## src/rtl/mem_resp_sel.sv

```systemverilog
// rtl/mem_resp_sel.sv - in-order merge of cache and LSU responses for the MEM stage
//
// Keeps a FIFO of route tags ({cache, load}) in the order the MEM stage
// issued its requests. Only the source named by the oldest tag may hand over
// a beat, so both paths merge into one in-order response stream. A one-entry
// output register holds each response until the pipeline takes it.
//
// Optional build macro: MEM_RESP_BYPASS_EN
//   When defined, a head response that arrives while the output register is
//   empty and resp_ready_i=1 goes straight to resp_* in the same cycle.
//   Otherwise every response passes through the output register, so it
//   appears one cycle after the source handshake.
//
// Parameters:
//   DEPTH           maximum outstanding requests (power of two, >= 2)
// Ports:
//   clk, rstn_i     clock, asynchronous active-low reset
//   req_*           request log: valid, cache(1)/lsu(0), load(1)/store(0), ready (= !full)
//   cache_*         cache response: rvalid, rdata, err, rready
//   lsu_*           LSU response: rvalid, rdata, err, rready
//   resp_*          merged response: valid, data, load, err (00 ok, 01 bus, 10 protocol), ready

module mem_resp_sel #(
    parameter int DEPTH = 4
) (
    input  logic        clk,
    input  logic        rstn_i,

    input  logic        req_valid_i,
    input  logic        req_cache_i,
    input  logic        req_load_i,
    output logic        req_ready_o,

    input  logic        cache_rvalid_i,
    input  logic [31:0] cache_rdata_i,
    input  logic        cache_err_i,
    output logic        cache_rready_o,

    input  logic        lsu_rvalid_i,
    input  logic [31:0] lsu_rdata_i,
    input  logic        lsu_err_i,
    output logic        lsu_rready_o,

    output logic        resp_valid_o,
    output logic [31:0] resp_data_o,
    output logic        resp_load_o,
    output logic [1:0]  resp_err_o,
    input  logic        resp_ready_i
);

    localparam int AW = $clog2(DEPTH);

    localparam logic [1:0] ERR_OK    = 2'b00;
    localparam logic [1:0] ERR_PROTO = 2'b10;

    // ------------------------------------------------------------------
    // Route-tag FIFO
    // ------------------------------------------------------------------
    logic [1:0]  tag_mem [DEPTH];
    logic [AW:0] wptr;
    logic [AW:0] rptr;
    logic        full;
    logic        empty;
    logic        push;
    logic        pop;

    assign empty = (wptr == rptr);
    assign full  = (wptr[AW] != rptr[AW]) && (wptr[AW-1:0] == rptr[AW-1:0]);

    // A push is refused while full even if the head pops in the same cycle.
    assign req_ready_o = !full;
    assign push        = req_valid_i && !full;

    logic head_cache;
    logic head_load;

    assign head_cache = tag_mem[rptr[AW-1:0]][1];
    assign head_load  = tag_mem[rptr[AW-1:0]][0];

    // ------------------------------------------------------------------
    // Output register state
    // ------------------------------------------------------------------
    logic        out_valid;
    logic [31:0] out_data;
    logic        out_load;
    logic [1:0]  out_err;

    // ------------------------------------------------------------------
    // Timeout tracking for a head source that never answers
    // ------------------------------------------------------------------
    logic [7:0] to_cnt;
    logic       to_fired;

    // ------------------------------------------------------------------
    // Source selection and accept logic
    // ------------------------------------------------------------------
    logic        head_rvalid;
    logic [31:0] head_rdata;
    logic        head_err;
    logic        other_rvalid;
    logic        can_load;
    logic        accept;
    logic        stray;
    logic        timeout_err;
    logic        proto_err;
    logic        load_en;
    logic        bypass;

    assign head_rvalid  = head_cache ? cache_rvalid_i : lsu_rvalid_i;
    assign head_rdata   = head_cache ? cache_rdata_i  : lsu_rdata_i;
    assign head_err     = head_cache ? cache_err_i    : lsu_err_i;
    assign other_rvalid = head_cache ? lsu_rvalid_i   : cache_rvalid_i;

    // The output register can take a new beat when empty or draining now.
    assign can_load = !out_valid || resp_ready_i;

    assign accept = !empty && head_rvalid && can_load;

    // A beat with nothing outstanding cannot belong to any request.
    assign stray = empty && (cache_rvalid_i || lsu_rvalid_i) && can_load;

    // The non-head source is talking while the head source has been silent
    // for 256 cycles (counter saturated at 255 plus this cycle). Reported
    // once per head entry; the non-head beat itself is left at its source.
    assign timeout_err = !empty && !head_rvalid && other_rvalid &&
                         (to_cnt == 8'hFF) && !to_fired && can_load;

    assign proto_err = stray || timeout_err;
    assign load_en   = accept || proto_err;
    assign pop       = accept;

    // rready is gated by reset so that both stay low while rstn_i is low,
    // even though an empty FIFO would otherwise treat any beat as stray.
    always_comb begin
        cache_rready_o = 1'b0;
        lsu_rready_o   = 1'b0;
        if (rstn_i) begin
            if (accept) begin
                if (head_cache) begin
                    cache_rready_o = 1'b1;
                end else begin
                    lsu_rready_o = 1'b1;
                end
            end else if (stray) begin
                // Cache beat is drained first; an LSU stray is taken next cycle.
                if (cache_rvalid_i) begin
                    cache_rready_o = 1'b1;
                end else begin
                    lsu_rready_o = 1'b1;
                end
            end
        end
    end

    // Response contents for whatever is loaded this cycle.
    logic [31:0] nxt_data;
    logic        nxt_load;
    logic [1:0]  nxt_err;

    always_comb begin
        nxt_data = 32'd0;
        nxt_load = 1'b0;
        nxt_err  = ERR_PROTO;
        if (accept) begin
            nxt_data = head_load ? head_rdata : 32'd0;
            nxt_load = head_load;
            nxt_err  = {1'b0, head_err};
        end
    end

`ifdef MEM_RESP_BYPASS_EN
    // Same-cycle delivery when nothing is parked in the output register.
    assign bypass = load_en && !out_valid && resp_ready_i;

    assign resp_valid_o = out_valid || bypass;
    assign resp_data_o  = bypass ? nxt_data : out_data;
    assign resp_load_o  = bypass ? nxt_load : out_load;
    assign resp_err_o   = bypass ? nxt_err  : out_err;
`else
    assign bypass = 1'b0;

    assign resp_valid_o = out_valid;
    assign resp_data_o  = out_data;
    assign resp_load_o  = out_load;
    assign resp_err_o   = out_err;
`endif

    // ------------------------------------------------------------------
    // Sequential state
    // ------------------------------------------------------------------
    always_ff @(posedge clk) begin
        if (push) begin
            tag_mem[wptr[AW-1:0]] <= {req_cache_i, req_load_i};
        end
    end

    always_ff @(posedge clk or negedge rstn_i) begin
        if (!rstn_i) begin
            wptr <= '0;
            rptr <= '0;
        end else begin
            if (push) begin
                wptr <= wptr + 1'b1;
            end
            if (pop) begin
                rptr <= rptr + 1'b1;
            end
        end
    end

    always_ff @(posedge clk or negedge rstn_i) begin
        if (!rstn_i) begin
            to_cnt   <= 8'd0;
            to_fired <= 1'b0;
        end else if (pop) begin
            to_cnt   <= 8'd0;
            to_fired <= 1'b0;
        end else begin
            if (!empty && (to_cnt != 8'hFF)) begin
                to_cnt <= to_cnt + 8'd1;
            end
            if (timeout_err) begin
                to_fired <= 1'b1;
            end
        end
    end

    always_ff @(posedge clk or negedge rstn_i) begin
        if (!rstn_i) begin
            out_valid <= 1'b0;
            out_data  <= 32'd0;
            out_load  <= 1'b0;
            out_err   <= ERR_OK;
        end else if (load_en && !bypass) begin
            out_valid <= 1'b1;
            out_data  <= nxt_data;
            out_load  <= nxt_load;
            out_err   <= nxt_err;
        end else if (resp_ready_i) begin
            out_valid <= 1'b0;
        end
    end

endmodule

```

## config.mk

```make
export PLATFORM = sky130hd
export DESIGN_NAME = mem_resp_sel
export DESIGN_NICKNAME = d
export VERILOG_FILES = /design/src/rtl/mem_resp_sel.sv
export SDC_FILE = /design/constraint.sdc
export NUM_CORES = 1
export LEC_CHECK = 0
export CAP_MARGIN = 15
export CORE_MARGIN = 2
export CORE_UTILIZATION = 47
export CTS_BUF_LIST = sky130_fd_sc_hd__clkbuf_16
export CTS_CLUSTER_DIAMETER = 120
export DETAILED_ROUTE_END_ITERATION = 16
export GPL_TIMING_DRIVEN = 0
export HOLD_SLACK_MARGIN = 0.05
export PLACE_DENSITY = 0.89
export SYNTH_ARGS = -nofsm -noshare
export SYNTH_HDL_FRONTEND = slang
export SYNTH_SLANG_ARGS = --single-unit
```

## constraint.sdc

```tcl
create_clock -name clk -period 2.9 [get_ports clk]
set_input_delay 0.58 -clock clk [delete_from_list [all_inputs] [get_ports clk]]
set_output_delay 0.58 -clock clk [all_outputs]
set_load 0.02 [all_outputs]
```

# --- Yosys cells after proc, flatten, opt, wreduce, memory -nomap -nowiden ---
# Memory sizes are Yosys's and may differ from the RTL's.
# Cells that the tools add are included.
totals:
  register_bits: 51
  output_inout_bits: 39
  mem_bits_rw: 8
  inputBits: 74
  n_memories: 1
  word_cells: 67
memory_table:
  columns: ["name", "words", "width", "read_ports", "rd_ports_with_merged_regs", "write_ports", "line", "text"]
  rows:
  - ["tag_mem", 4, 2, 1, 0, 1, "59", "logic [1:0] tag_mem [DEPTH];"]
classes:
  addsub: 3
  mux: 26
  reduce_logical: 24
  n_eq_ne: 5
ops:
  columns: ["op", "count"]
  rows:
  - ["32-bit two-way mux", 3]
  - ["1-bit two-way mux", 20]
  - ["8-bit two-way mux", 2]
  - ["1-bit logical AND", 12]
  - ["8-bit by 1-bit adder with 8-bit output (second input constant)", 1]
  - ["8-bit equality test (second input constant)", 1]
  - ["8-bit != test (second input constant)", 1]
  - ["3-bit by 1-bit adder with 3-bit output (second input constant)", 2]
  - ["2-bit nonzero test", 3]
  - ["1-bit zero test", 5]
  - ["1-bit logical OR", 4]
  - ["3-bit equality test", 1]
  - ["2-bit equality test", 1]
  - ["2-bit two-way mux", 1]
  - ["1-bit != test", 1]

# --- Longest topological paths before layout ---
# Gate-level depths: netlist (run 1).
# An unclocked memory read counts as a cell.
depth:
  word_depth: 11
  depth_mapped: 7
  depth_no_buf: 5

# --- Worst setup path before layout (run 1) ---
# Ideal clock, no wire load.
synth_path:
  path_type: "reg2out"
  start: "reg rptr[0]"
  end: "out lsu_rready_o"
  arrival_ps: 2166
  t_required_ps: 2320
  setup_slack_ps: 154
  n_path_buf: 3
  stages_incl_launch_ff: 8
  path_cell_list: "dfrtp_1 -> xnor2_1 -> and3_1 -> clkbuf_1 -> buf_2 -> buf_2 -> o21ai_0 -> a211oi_1"
synth_via:
  elab_chain_cells: 6
  word_cells_on_any_way: 12
  cone_classes: "eq/ne (1); mux (5); reduce/logical (5); memory (1)"
synth_rtl:
  columns: ["element", "line", "text"]
  rows:
  - ["start, declared", "61", "logic [AW:0] rptr;"]
  - ["start signal, assigned", "206", "rptr <= rptr + 1'b1;"]
  - ["memory read 4 x 2 bit / 3-bit equality test (equally long branches)", null, null]
  - ["1-bit two-way mux, or another cell as far along", "109", "assign head_rvalid = head_cache ? cache_rvalid_i : lsu_rvalid_i;"]
  - ["1-bit logical AND, on equally long branches", "117, 120", null]
  - ["1-bit logical AND / 1-bit two-way mux (equally long branches)", "117, 144", null]
  - ["1-bit two-way mux (*)", "138", "if (accept) begin"]
  - ["1-bit two-way mux (*)", "137", "if (rstn_i) begin"]
  - ["end, declared", "42", "output logic lsu_rready_o,"]
# Every way passes the cells marked *; elsewhere a longest branch is shown, timed or not.

# --- Worst setup path in the final report (run 1) ---
# Same ends and word-level chain as after synthesis.

==> results of run 1 <==
-- path summary, 6_finish.rpt --
path                            cells past startpoint                 startpoint                          end  slack [ns]
worst min-delay path                                1                     rstn_i     resp_valid_o$_DFFE_PN0P_        0.29
worst max register to register                      6        rptr[0]$_DFFE_PN0P_   resp_data_o[1]$_DFFE_PN0P_        0.31
worst max-delay path                                7        rptr[0]$_DFFE_PN0P_                 lsu_rready_o        0.14
min in group clk                                    1  resp_err_o[1]$_DFFE_PN0P_    resp_err_o[1]$_DFFE_PN0P_        0.53
worst min register to register                      1  resp_err_o[1]$_DFFE_PN0P_    resp_err_o[1]$_DFFE_PN0P_        0.53
max in group asynchronous                           2                     rstn_i  resp_data_o[25]$_DFFE_PN0P_        2.03
-- per-stage QoR --
stage	instance area, sq um	hold WS [ns]	TNS [ns]	power (mW)	cells
2_1_floorplan	3470	0.284	0	3.10	286
3_3_place_gp	4710	0.516	-18.51	3.91	497
3_5_place_dp	4730	0.528	-0.597	4.01	498
4_1_cts	5010	0.302	0	5.03	513
5_1_grt	5030	0.329	0	5.36	515
6_report	5030	0.288	0	5.09	515
-- layout by cell type, fill, tap and decap left out, types with 2 or more instances in the layout --
master / Yosys / final
buf_4: 0 / 6
o31ai_1: 6 / 6
clkbuf_16: 0 / 9
buf_1: 4 / 4
a31oi_1: 2 / 2
buf_2: 12 / 11
o41ai_2: 28 / 28
xnor2_1: 6 / 3
buf_6: 4 / 4
nand2_1: 8 / 8
a2111oi_0: 2 / 2
xnor2_2: 0 / 3
clkinv_2: 0 / 2
and2_1: 5 / 5
clkinv_1: 0 / 3
mux2i_1: 33 / 33
edfxtp_1: 8 / 8
clkbuf_1: 13 / 12
o41ai_1: 7 / 7
inv_1: 6 / 7
or4_1: 4 / 4
o21ai_0: 4 / 4
a21oi_1: 9 / 9
xor2_1: 2 / 2
clkdlybuf4s50_1: 0 / 110
mux4_2: 2 / 2
nand3_1: 8 / 8
o32ai_1: 33 / 33
dfrtp_1: 51 / 50
or3_1: 6 / 6
ha_1: 6 / 6
nor3_1: 4 / 4
-- power groups by stage --
stage	clock network (mW)	registers, mW	logic (mW)
finish	0.907	1.34	2.85
global route	0.953	1.36	3.04
CTS	0.907	1.33	2.80
detailed placement	0	1.32	2.69
global placement	0	1.31	2.60
floorplan	0	1.47	1.63
-- final cells by class --
type	count	area, sq um
clock inverters	6	25.0
flip-flops and latches	59	1520
repair buffers	117	1160
multi-input cells	188	1790
inverters	6	22.5
clock buffers	9	225
plain buffers	31	165
fillers	519	2180
well taps	99	124
-- logic make-up (layout without fill, tap and decap cells) --
family          Yosys count  count (layout)  synth area share (%)
compound gates           95              95                  28.1
xor+xnor                  8               8                  2.02
fa+ha+maj                 6               6                  2.16
buf+inv                  39             169                  5.52
flops                    59              59                  43.7
mux                      37              37                  11.6
simple gates             42              42                  6.92
-- synth_stat cells, types with 2 or more instances --
| library cell | number | share of area, % |
|---|---|---|
| inv_1 | 6 | 0.65 |
| buf_2 | 12 | 1.7 |
| ha_1 | 6 | 2.2 |
| nand3_1 | 8 | 1.2 |
| o21ai_0 | 4 | 0.58 |
| mux4_2 | 2 | 1.3 |
| or3_1 | 6 | 1.1 |
| buf_1 | 4 | 0.43 |
| or4_1 | 4 | 0.87 |
| nor3_1 | 4 | 0.58 |
| o31ai_1 | 6 | 1.3 |
| mux2i_1 | 33 | 9.5 |
| buf_6 | 4 | 1.3 |
| a31oi_1 | 2 | 0.36 |
| xor2_1 | 2 | 0.50 |
| o41ai_1 | 7 | 1.8 |
| clkbuf_1 | 13 | 1.4 |
| a21oi_1 | 9 | 1.3 |
| nand2_1 | 8 | 0.87 |
| edfxtp_1 | 8 | 6.9 |
| o32ai_1 | 33 | 8.3 |
| dfrtp_1 | 51 | 37 |
| a2111oi_0 | 2 | 0.50 |
| o41ai_2 | 28 | 13 |
| xnor2_1 | 6 | 1.5 |
| and2_1 | 5 | 0.90 |
-- sequential cells by signal (all words and copies together), names as in the netlist --
register,cells
resp_valid_o,1
rptr,3
resp_load_o,1
resp_err_o,2
tag_mem,8
to_cnt,8
resp_data_o,32
wptr,3
to_fired,1
-- metal layers --
layer	vias to the layer above	routed length (um)	GRT usage, %
met3	27	753	6.20
li1	1420	-	-
met2	177	5060	41.4
met4	0	272	9.74
met1	1571	3980	31.3
met5	-	0	0
-- repair_timing --
action	4_1_cts	5_1_grt
gates resized for setup	13	0
buffers inserted	2	2
pin swaps	2	1
hold buffers	0	0
endpoints found under the setup margin	2	2
==> metrics.md, run 1 <==
| Metric | Value |
|---|---|
| Cell Area, Synth | `roughly 3500 sq um` |
| Unrepaired setup endpoints after global routing | `false` |
| # IOs | `~110` |
| Max Cap Viol | `0` |
| CP Max Fanout | `10` |
| Fin crit period | `around 2.8 ns` |
| Remaining Overflow, GRT | `0` |
| LEAKAGE | `approximately 2 nW` |
| Clock Skew | `around 0.0055 ns` |
| Routability Congestion | `0.782` |
| Vias | `around 3200` |
| Worst path top cell family by delay | `buffers and inverters` |
| Number of enable flip-flop cells after synthesis | `8` |
| Gate power share | `between 50% and 60%` |
| Worst path bufs/invs | `3` |
| Placeable core area | `7210 sq um` |
| Vias/cell | `6.20` |
| Synthesized flop and latch total | `59` |
| Final setup violating endpoints | `0` |
| Max VDD drop | `between 0.0005 and 0.0006 V` |
| GRT Util Overall | `24.9%` |
| Synth async-reset ratio | `approximately 86%` |
| Die Span Y | `between 80 and 90 um` |
| DP Worst Slack | `-0.597 ns` |
| Internal power | `2.91 mW` |
| Tcrit/Tclk final | `between 90% and 100%` |
| Clock Sinks | `59` |
| CTS buffer count | `9` |
| Final worst slack | `0.142 ns` |
| # nets final | `492` |
| Yosys warning count | `0` |
| N_diodes | `0` |
| Clock power frac | `roughly 18%` |
| Critical Path AT | `between 2 and 2.5 ns` |
| Worst rel slew slack | `a little under two fifths` |
| Worst path cell trace | `xnor2_2 > and3_4 > buf_4 > buf_4 > o21ai_0 > a211oi_1 > buf_2` |
| Critical path data required time | `about 2.3 ns` |
| CP peak stage delay | `~0.47 ns` |
| Die area | `slightly above 8000 sq um` |
| Mapped Cells | `~290` |
| CP Launch Type | `flip-flop` |
| Worst skew pair latency | `about 0.33 ns` |
| Most common cell on crit path | `buf_4` |
| Post-Route Utilization | `between 60% and 70%` |
| Area growth, synth to finish | `45.0%` |
| Clk buf depth | `2` |
| Root Driver | `clkbuf_16` |
| Syn Nets | `approximately 370` |
| Switching part of the total | `42.9%` |
| Syn_area_per_cell | `roughly 12 sq um` |
| Least-Margin Pin Slew | `about 0.94 ns` |
| Port Buffers | `between 100 and 150` |
| Sw Pwr | `2.18 mW` |
| H-tree depth | `3` |
| Starting density of the core | `48.1%` |
| CTS clk-pin slew, worst paths | `about 0.050 ns` |
| 1st-iter DRT viols | `around 260` |
| First-pass GRT wire length | `between 15000 and 20000 um` |
| Hold Path Class | `input pin to async pin` |
| Top_reg_cell synth | `dfrtp_1` |
| Sequential area share after synthesis | `about 44%` |
| Slowest CP cell | `dfrtp_2` |
| Antenna viol nets, final | `0` |
| Power Density | `1010 nW/um^2` |
| DP HPWL | `6880 um` |
| CTS tree | `built` |
| Total wire length | `10100 um` |
| Row cnt | `31` |
| Max frequency | `~0.36 GHz` |
| Pre-Repair DR Iteration Count | `6` |
| Pin count of the biggest net entering global routing | `29` |
| DR WL/cell | `19.5 um` |
| Status | `complete, no violations` |
| Critical path endpoint category | `output port` |
| Die X | `approximately 90 um` |
| Pins Over Slew Limit | `0` |
| DRC | `0` |
| Vias in the first global route | `about 3200` |
| Synth unique cells | `39` |
| Crit path kind | `flip-flop to output port` |
| Endpoints failing hold | `0` |
| Layout cells sized above 1 | `between 15 and 20%` |
| Share of power burned in registers | `about a quarter` |
| Initial antenna violation count | `0` |
No activity file was read; power rests on OpenSTA's default activity.
==> inputs of run 2 (changes only) <==
--- a/config.mk
+++ b/config.mk
@@ -6,14 +6,17 @@
 export NUM_CORES = 1
 export LEC_CHECK = 0
 export CAP_MARGIN = 15
-export CORE_MARGIN = 2
-export CORE_UTILIZATION = 47
+export CELL_PAD_IN_SITES_DETAIL_PLACEMENT = 0
+export CELL_PAD_IN_SITES_GLOBAL_PLACEMENT = 2
+export CORE_MARGIN = 5
+export CORE_UTILIZATION = 40
 export CTS_BUF_LIST = sky130_fd_sc_hd__clkbuf_16
 export CTS_CLUSTER_DIAMETER = 120
 export DETAILED_ROUTE_END_ITERATION = 16
+export DONT_BUFFER_PORTS = 1
 export GPL_TIMING_DRIVEN = 0
 export HOLD_SLACK_MARGIN = 0.05
-export PLACE_DENSITY = 0.89
+export PLACE_DENSITY = 0.87
 export SYNTH_ARGS = -nofsm -noshare
 export SYNTH_HDL_FRONTEND = slang
 export SYNTH_SLANG_ARGS = --single-unit
==> run 2 against run 1 <==
Net effect: die area is 32% higher; sequential power up 15%; critical path depth is 3 lower; cell count is 20% lower; sequential share of layout area increased by 8.2 points; global-route usage is 8.1 points lower; register-to-register slack worse by 0.07 ns; largest power group unchanged.
==> metrics.md, run 2 (synthesis results as in run 1) <==
| Metric | Value |
|---|---|
| Status | `complete, no violations` |
| Clk buf depth | `2` |
| Die Span Y | `103 um` |
| Least-Margin Pin Slew | `~1.1 ns` |
| Endpoints failing hold | `0` |
| CTS clk-pin slew, worst paths | `about 0.05 ns` |
| Critical Path AT | `2.16 ns` |
| RR Startpoint | `rptr[0]$_DFFE_PN0P_` |
| N_diodes | `0` |
| Clock Skew | `approximately 0.0086 ns` |
| Vias | `roughly 2600` |
| Clock Sinks | `between 50 and 60` |
| Routability Congestion | `approximately 0.84` |
| Vias in the first global route | `2553` |
| DRC | `0` |
| Pins Over Slew Limit | `0` |
| Vias/cell | `approximately 6.2` |
| R2R depth | `6` |
| Worst rel slew slack | `just under 30%` |
| Root Driver | `clkbuf_16` |
| Crit Reg-Reg Endpoint | `resp_data_o[31]$_DFFE_PN0P_` |
| Tcrit/Tclk final | `approximately 94%` |
| Pin count of the biggest net entering global routing | `52` |
| Most frequent cells in the layout | `dfrtp_1 (50), mux2i_1 (33), o32ai_1 (33)` |
| Port Buffers | `0` |
| Placeable core area | `approximately 8600 sq um` |
| Starting density of the core | `a little over 40%` |
| Hold Path Class | `input pin to async pin` |
| Setup TNS Final | `0 ns` |
| PnR Total Power | `roughly 4.7 mW` |
| Initial antenna violation count | `0` |
| CTS tree | `built` |
| DP HPWL | `6200 um` |
| Layout cells sized above 1 | `a little under a quarter` |
| Largest register FFs | `32` |
| Max frequency | `between 0.3 and 0.4 GHz` |
| Remaining Overflow, GRT | `0` |
| Worst skew pair latency | `approximately 0.32 ns` |
| Crit path kind | `flip-flop to output port` |
| Pre-Repair DR Iteration Count | `4` |
| Fill cell count | `806` |
| Power Density | `about 1200 nW/um^2` |
| CP Launch Type | `flip-flop` |
| 1st-iter DRT viols | `129` |
| Max Cap Viol | `0` |
| Fin crit period | `roughly 2.7 ns` |
| CP Max Fanout | `11` |
| Die X | `~100 um` |
| Area growth, synth to finish | `13.9%` |
| CTS buffer count | `9` |
| Placed Area | `around 3600 sq um` |
| Total wire length | `roughly 8700 um` |
| Final setup violating endpoints | `0` |
| Row cnt | `34` |
| R2r setup slk | `between 0.2 and 0.25 ns` |
| Finished Cell Area | `3950 sq um` |
| Antenna viol nets, final | `0` |
| GRT Util Overall | `16.8%` |
| Die area | `between 10000 and 15000 sq um` |
| H-tree depth | `3` |
| DR WL/cell | `roughly 21 um` |
| LEAKAGE | `approximately 1.5 nW` |
| Critical path data required time | `roughly 2.3 ns` |
| Commonest non-fill, non-tap cell in the layout | `dfrtp_1` |
| Reg area | `about 1500 sq um` |
| First-pass GRT wire length | `13700 um` |
| Critical path endpoint category | `output port` |
| Max VDD drop | `0.000576 V` |
| Multi-input logic area | `1780 sq um` |
| # IOs | `approximately 110` |
| # nets final | `between 300 and 400` |
## run 2: cell type report
class	count	area share [%]
Tap cell	108	3.42
Sequential cell	59	38.4
Buffer	30	4.08
Inverter	6	0.570
Clock inverter	6	1.46
Timing Repair Buffer	4	1.27
Multi-Input combinational cell	188	45.1
Clock buffer	9	5.70
## run 2: worst max-delay path by stage
stage,from,end,slack [ns],depth (start not counted)
after floorplan,rptr[0]$_DFFE_PN0P_,lsu_rready_o,0.15,7
after global placement,rptr[0]$_DFFE_PN0P_,lsu_rready_o,-0.37,7
after detailed placement,rptr[0]$_DFFE_PN0P_,lsu_rready_o,-0.30,7
after CTS,rptr[0]$_DFFE_PN0P_,lsu_rready_o,0.01,5
after global routing,rptr[0]$_DFFE_PN0P_,resp_data_o[9]$_DFFE_PN0P_,-0.008,6
final,rptr[0]$_DFFE_PN0P_,lsu_rready_o,0.16,4
## run 2: critical path: stages (launching register included)
cell      delay (ns)
dfrtp_2         0.45
mux4_2          0.70
inv_1           0.16
o21ai_0         0.11
a211oi_2        0.41
## run 2: timing repair
item                                    CTS  global route
buffers inserted                          1             2
hold buffers                              1             0
pin swaps                                 2             1
endpoints found under the setup margin    1            21
gates resized for setup                   5             2
hold endpoints to repair                 51             0
## run 2: power by group
group | internal (mW) | total [mW] | switching [mW]
clock network | 0.652 | 1.02 | 0.367
registers | 1.10 | 1.54 | 0.433
logic | 0.846 | 2.10 | 1.25
total | 2.60 | 4.65 | 2.05
## run 2: per-layer routing
metal	global-route usage, %	vias up	routed length [um]
met3	5.89	8	691
met5	0	-	0
li1	-	1191	-
met1	23.2	1269	3770
met4	5.68	0	85
met2	24.6	91	4190
## run 2: per-stage QoR
| step | setup slack, ns | instances | hold WS [ns] | utilization, % |
|---|---|---|---|---|
| after floorplan | 0.154 | 286 | 0.284 | - |
| after global placement | -0.369 | 394 | 0.288 | 41.9 |
| after detailed placement | -0.297 | 394 | 0.287 | 41.9 |
| after CTS | 0.00987 | 409 | 0.120 | 45.8 |
| after global routing | -0.00817 | 410 | 0.123 | 46.0 |
| final | 0.162 | 410 | 0.102 | 46.0 |
==> inputs of run 3 (changes only) <==
--- a/config.mk
+++ b/config.mk
@@ -5,7 +5,6 @@
 export SDC_FILE = /design/constraint.sdc
 export NUM_CORES = 1
 export LEC_CHECK = 0
-export CAP_MARGIN = 15
 export CELL_PAD_IN_SITES_DETAIL_PLACEMENT = 0
 export CELL_PAD_IN_SITES_GLOBAL_PLACEMENT = 2
 export CORE_MARGIN = 5
==> results of run 3 <==
Same layout as run 2: the final DEF is identical, and so are final timing and power.
